[src/rtl/unpacker.sv]
// Byte-stream unpacker: packed memory words enter a small byte FIFO, and each
// output sample is rebuilt from the K oldest bytes, where K is the number of
// groups left enabled by the configuration mask. Disabled groups read as zero.
module unpacker #(
  parameter int INPUT = 4,
  parameter int MEM   = 4
) (
  input  logic               clk_i,
  input  logic               rst_i,
  input  logic               cfg_stb_i,
  input  logic [INPUT-1:0]   cfg_i,
  input  logic               w_stb_i,
  output logic               w_rdy_o,
  input  logic [MEM*8-1:0]   w_i,
  output logic               s_stb_o,
  input  logic               s_rdy_i,
  output logic [INPUT*8-1:0] s_o
);

  localparam int CAP = INPUT + MEM - 1;
  localparam int CW  = $clog2(CAP + 1);
  localparam int KW  = $clog2(INPUT + 1);

  // Number of enabled groups, i.e. bytes consumed per sample.
  function automatic logic [KW-1:0] count_enabled(input logic [INPUT-1:0] mask);
    logic [KW-1:0] n;
    n = '0;
    for (int g = 0; g < INPUT; g++) begin
      if (!mask[g]) n = n + KW'(1);
    end
    return n;
  endfunction

  logic [7:0]         byte_p0 [CAP];
  logic [7:0]         byte_n  [CAP];
  logic [CW-1:0]      cnt_p0;
  logic [CW-1:0]      cnt_n;
  logic [INPUT-1:0]   cfg_p0;
  logic               vld_p1;
  logic [INPUT*8-1:0] samp_p1;
  logic [INPUT*8-1:0] samp_n;
  logic [KW-1:0]      k_en;
  logic               slot_free;
  logic               accept;
  logic               extract;

  assign k_en      = count_enabled(cfg_p0);
  // Ready only looks at the registered fill level, so it never combinationally
  // follows the downstream handshake; at most MEM bytes land on top of INPUT-1.
  assign w_rdy_o   = !rst_i && (cnt_p0 < CW'(INPUT));
  assign slot_free = !vld_p1 || s_rdy_i;
  assign accept    = w_stb_i && w_rdy_o;
  assign extract   = slot_free && (k_en != '0) && (cnt_p0 >= CW'(k_en));

  assign s_stb_o   = vld_p1;
  assign s_o       = samp_p1;

  // Steer the oldest bytes to enabled groups, highest enabled index first.
  always_comb begin
    int j;
    samp_n = '0;
    j = 0;
    for (int g = INPUT - 1; g >= 0; g--) begin
      if (!cfg_p0[g]) begin
        if (j < CAP) samp_n[g*8 +: 8] = byte_p0[j];
        j++;
      end
    end
  end

  // Next FIFO contents: drop the extracted head, then append the new word
  // behind whatever remains (oldest byte of the word first).
  always_comb begin
    int k;
    int base;
    k    = int'(k_en);
    base = int'(cnt_p0);
    for (int i = 0; i < CAP; i++) byte_n[i] = byte_p0[i];
    if (extract) begin
      for (int i = 0; i < CAP; i++) begin
        if (i + k < CAP) byte_n[i] = byte_p0[i + k];
      end
      base = base - k;
    end
    if (accept && (k != 0)) begin
      for (int i = 0; i < CAP; i++) begin
        if ((i >= base) && (i < base + MEM)) byte_n[i] = w_i[(MEM - 1 - (i - base))*8 +: 8];
      end
      cnt_n = CW'(base + MEM);
    end else begin
      cnt_n = CW'(base);
    end
  end

  // Stage p0: byte storage; validity is carried by cnt_p0 so contents need no reset.
  always_ff @(posedge clk_i) begin
    byte_p0 <= byte_n;
  end

  // Stage p0/p1 control: fill level, mask, and the one-entry output slot.
  always_ff @(posedge clk_i or posedge rst_i) begin
    if (rst_i) begin
      cnt_p0  <= '0;
      cfg_p0  <= '0;
      vld_p1  <= 1'b0;
      samp_p1 <= '0;
    end else if (cfg_stb_i) begin
      cfg_p0  <= cfg_i;
      cnt_p0  <= '0;
      vld_p1  <= 1'b0;
    end else begin
      cnt_p0 <= cnt_n;
      if (extract) begin
        samp_p1 <= samp_n;
        vld_p1  <= 1'b1;
      end else if (s_rdy_i) begin
        vld_p1  <= 1'b0;
      end
    end
  end

endmodule

[config.mk]
export PLATFORM = sky130hd
export DESIGN_NAME = unpacker
export DESIGN_NICKNAME = d
export VERILOG_FILES = /design/src/rtl/unpacker.sv
export SDC_FILE = /design/constraint.sdc
export NUM_CORES = 1
export LEC_CHECK = 0
export ABC_CLOCK_PERIOD_IN_PS = 10300
export BUFFER_PORTS_ARGS = -buffer_cell sky130_fd_sc_hd__buf_2
export CAP_MARGIN = 5
export CORE_MARGIN = 2
export CORE_UTILIZATION = 64
export DETAILED_ROUTE_END_ITERATION = 7
export PLACE_DENSITY = 0.85
export SYNTH_ARGS = -nofsm -noshare
export SYNTH_HDL_FRONTEND = slang
export SYNTH_SLANG_ARGS = --single-unit
[constraint.sdc]
create_clock -name clk_i -period 10.3 [get_ports clk_i]
set_input_delay 0.515 -clock clk_i [delete_from_list [all_inputs] [get_ports clk_i]]
set_output_delay 0.515 -clock clk_i [all_outputs]
set_load 0.01 [all_outputs]
==> metrics <==
period utilisation layout 0.762; CP Cell Sequence inv_1 -> ha_1 -> xnor2_2 -> ha_1 -> nor2_1 -> a31oi_4 -> buf_4 -> fa_1 -> fa_1 -> inv_1 -> o21ai_0 -> a21oi_2 -> a21o_1 -> inv_4 -> ha_1 -> nand3_1 -> o21ai_0 -> a2111oi_2 -> a211oi_1 -> a21o_1; total grt overflow 0; Area Growth Syn to Fin 7.59%; first drt pass iteration count 6; Setup Skew 0.0144 ns; # IOs 75; Post-Syn Area per Cell 9.16 sq um; Fillers 1076; hold_buf cts 0; Yosys top cell by area mux2i_1; #FFs+latches synth 96; FF-to-FF End byte_p0[7]; CP max stage cell a2111oi_2; IO Port Bufs 74; Primary FF master, synth dfxtp_1; Initial Util 0.662; # clock sinks 96; reg2reg setup slack 2.45 ns; layout cells sized above 1 0.200; Synth Instances 965; Post-Route WL 29900 microns; top cell type's share of synthesized area 0.205; first-pass GRT wire length 45800 microns; Nets 1054; Post-synth ARST share 0.417; CTS tree done; Max Clock Freq 127 MHz; Die Y-Extent 122 microns; RSZ-0062 raised after global routing false; hold_ws 0.246 ns; FF-to-FF path depth 20; Net Count, Synth 1028; clk root buf clkbuf_16; Worst-Margin Slew 1.13 ns; Placer Congestion 1.04; total die area 14800 sq um; Die X 122 microns; via count 8588; synth top area cells mux2i_1 (20%), dfxtp_1 (13%), dfrtp_1 (11%); Hold/Removal Path Class in2async; Worst Setup EP byte_p0[7]; delay-heaviest family, CP compound AO/OA/AOI/OAI gates; Rows 42; Post-synth EDFFs 0; postcts setup bufs 0; Crit Path Max Fanout 33; CP dominant cell by count ha_1; htree depth 3; sequential share of the synthesized area 0.240; CP arrival 8.12 ns; slew margin rel. 0.249; Num CTS Buffers 9; crit end category flop; Crit path required time 10.57 ns; Final Hold Vio Count 0; slowest stage delay, CP 1.03 ns; Reg-to-Reg Start cfg_p0[1]; initial antenna violation count 2; initial drt markers 1294; Via density 7.32; post-DP HPWL 21500 microns; # Max-Cap Violations 0; DP Area 9210 sq um; vias in the first global route 7814; crit path launch cfg_p0[1]; post-CTS resize count 0; status finished, final reports clean; Crit path buffers/inverters 4; GRT Resource Usage Total 0.415; fin crit period 7.85 ns; # setup viols final 0; Synth cell types 76; Core Region 13300 sq um; Avg WL per Cell 25.5 microns; Yosys Warn Count 0; Clock transition at path regs 0.08 ns; startpoint class of the critical path flop; post-route ant nets 0; CTS Buffer Depth 2; synthesized area 8840 sq um; critical path depth 20; largest net degree at the start of global routing 57; critical path type reg2reg; Pins Over Slew Limit 0; Final TNS setup 0 ns; worst-skew pair later-pin latency 0.38 ns; post-route cell area 9510 sq um; drc violations 0
layout by cell type, fill, tap and decap left out, types with 9 or more instances in the layout:
cell / instances
o22ai_1: 14
buf_2: 74
buf_4: 12
nand2_1: 106
mux2_2: 33
nand3_1: 18
dfxtp_1: 56
o21ai_0: 56
a221o_1: 11
nor3_1: 10
mux4_2: 34
a211oi_1: 16
inv_1: 15
dfrtp_1: 40
a31oi_1: 18
clkbuf_16: 9
a22oi_1: 9
a21oi_1: 43
mux2i_1: 180
nor2_1: 69
ha_1: 20
synth_stat cells, types with 4 or more instances:
cell,number
and2_1,6
o22ai_1,14
nand2b_1,5
inv_1,15
xnor2_1,4
a21boi_1,4
dfxtp_1,56
buf_6,6
mux4_2,34
a211oi_1,16
buf_1,8
o31ai_1,8
o2bb2ai_1,8
nor2b_1,5
a21oi_1,44
buf_4,4
nor3b_1,4
and3_1,6
o221ai_1,4
a41o_1,5
dfrtp_1,40
a31o_1,4
a221oi_1,8
o21ai_0,56
buf_2,14
mux2_2,33
a221o_1,11
a22oi_1,9
a31oi_1,18
nand2_1,106
a21o_1,6
ha_1,20
o22a_1,4
nor2_1,69
nand3_1,18
clkbuf_1,38
mux2i_1,181
nor3_1,10
a21oi_2,4
worst min-delay path, cell delays in order:
cell and delay (ns):
buf_2 0.10, inv_1 0.04, buf_4 0.41
routing by layer:
layer / part of all wire / vias to the layer above / track usage
met4: 0.071 / 4 / 0.243
met3: 0.12 / 164 / 0.120
met2: 0.43 / 692 / 0.617
li1: - / 3732 / -
met1: 0.37 / 3996 / 0.537
met5: 0.0019 / - / 0.0208
kinds of logic (layout without fill, tap and decap cells):
group,after synthesis,count (layout),synth area share
other,0,2,0
multiplexers,250,250,0.340
buffers and inverters,90,121,0.0474
AND/OR/NAND/NOR,247,247,0.128
AO/OA/AOI/OAI,251,251,0.198
flip-flops,96,96,0.240
XOR/XNOR,9,9,0.0136
adder cells (fa/ha/maj),22,22,0.0328
state kept, by name, summed over array words and instances, names as in the netlist:
signal	count
cnt_p0	3
s_o	32
s_stb_o	1
cfg_p0	4
byte_p0	56
layout make-up:
| cell class | count | area (sq um) | share of cell area |
|---|---|---|---|
| clock inverters | 7 | 66.3 | 0.00697 |
| well taps | 176 | 220 | 0.0232 |
| multi-input cells | 779 | 6340 | 0.666 |
| clock buffers | 9 | 225 | 0.0237 |
| repair buffers | 86 | 460 | 0.0484 |
| inverters | 19 | 73.8 | 0.00776 |
| diodes | 2 | 5.00 | 0.000526 |
| flip-flops and latches | 96 | 2120 | 0.223 |
stage by stage:
| step | utilization | worst slack [ns] | std cells |
|---|---|---|---|
| after floorplan | - | 4.35 | 965 |
| after global placement | 0.690 | 2.99 | 1155 |
| after detailed placement | 0.690 | 2.67 | 1155 |
| after CTS | 0.711 | 2.65 | 1171 |
| after global routing | 0.712 | 1.93 | 1173 |
| final | 0.712 | 2.45 | 1174 |
how the worst min path moves through the flow:
stage	slack [ns]	end	cells after the start	startpoint
final	0.25	cnt_p0[0]	3	rst_i
after CTS	0.28	cnt_p0[1]	3	rst_i
after global routing	0.31	cnt_p0[2]	3	rst_i
after floorplan	0.49	s_o[24]	2	byte_p0[48]
after detailed placement	0.46	s_o[17]	2	s_o[17]
after global placement	0.46	s_o[17]	2	s_o[17]
Power is not shown: default switching activity piles up to over one toggle a cycle in this logic, so the estimate is an artifact.
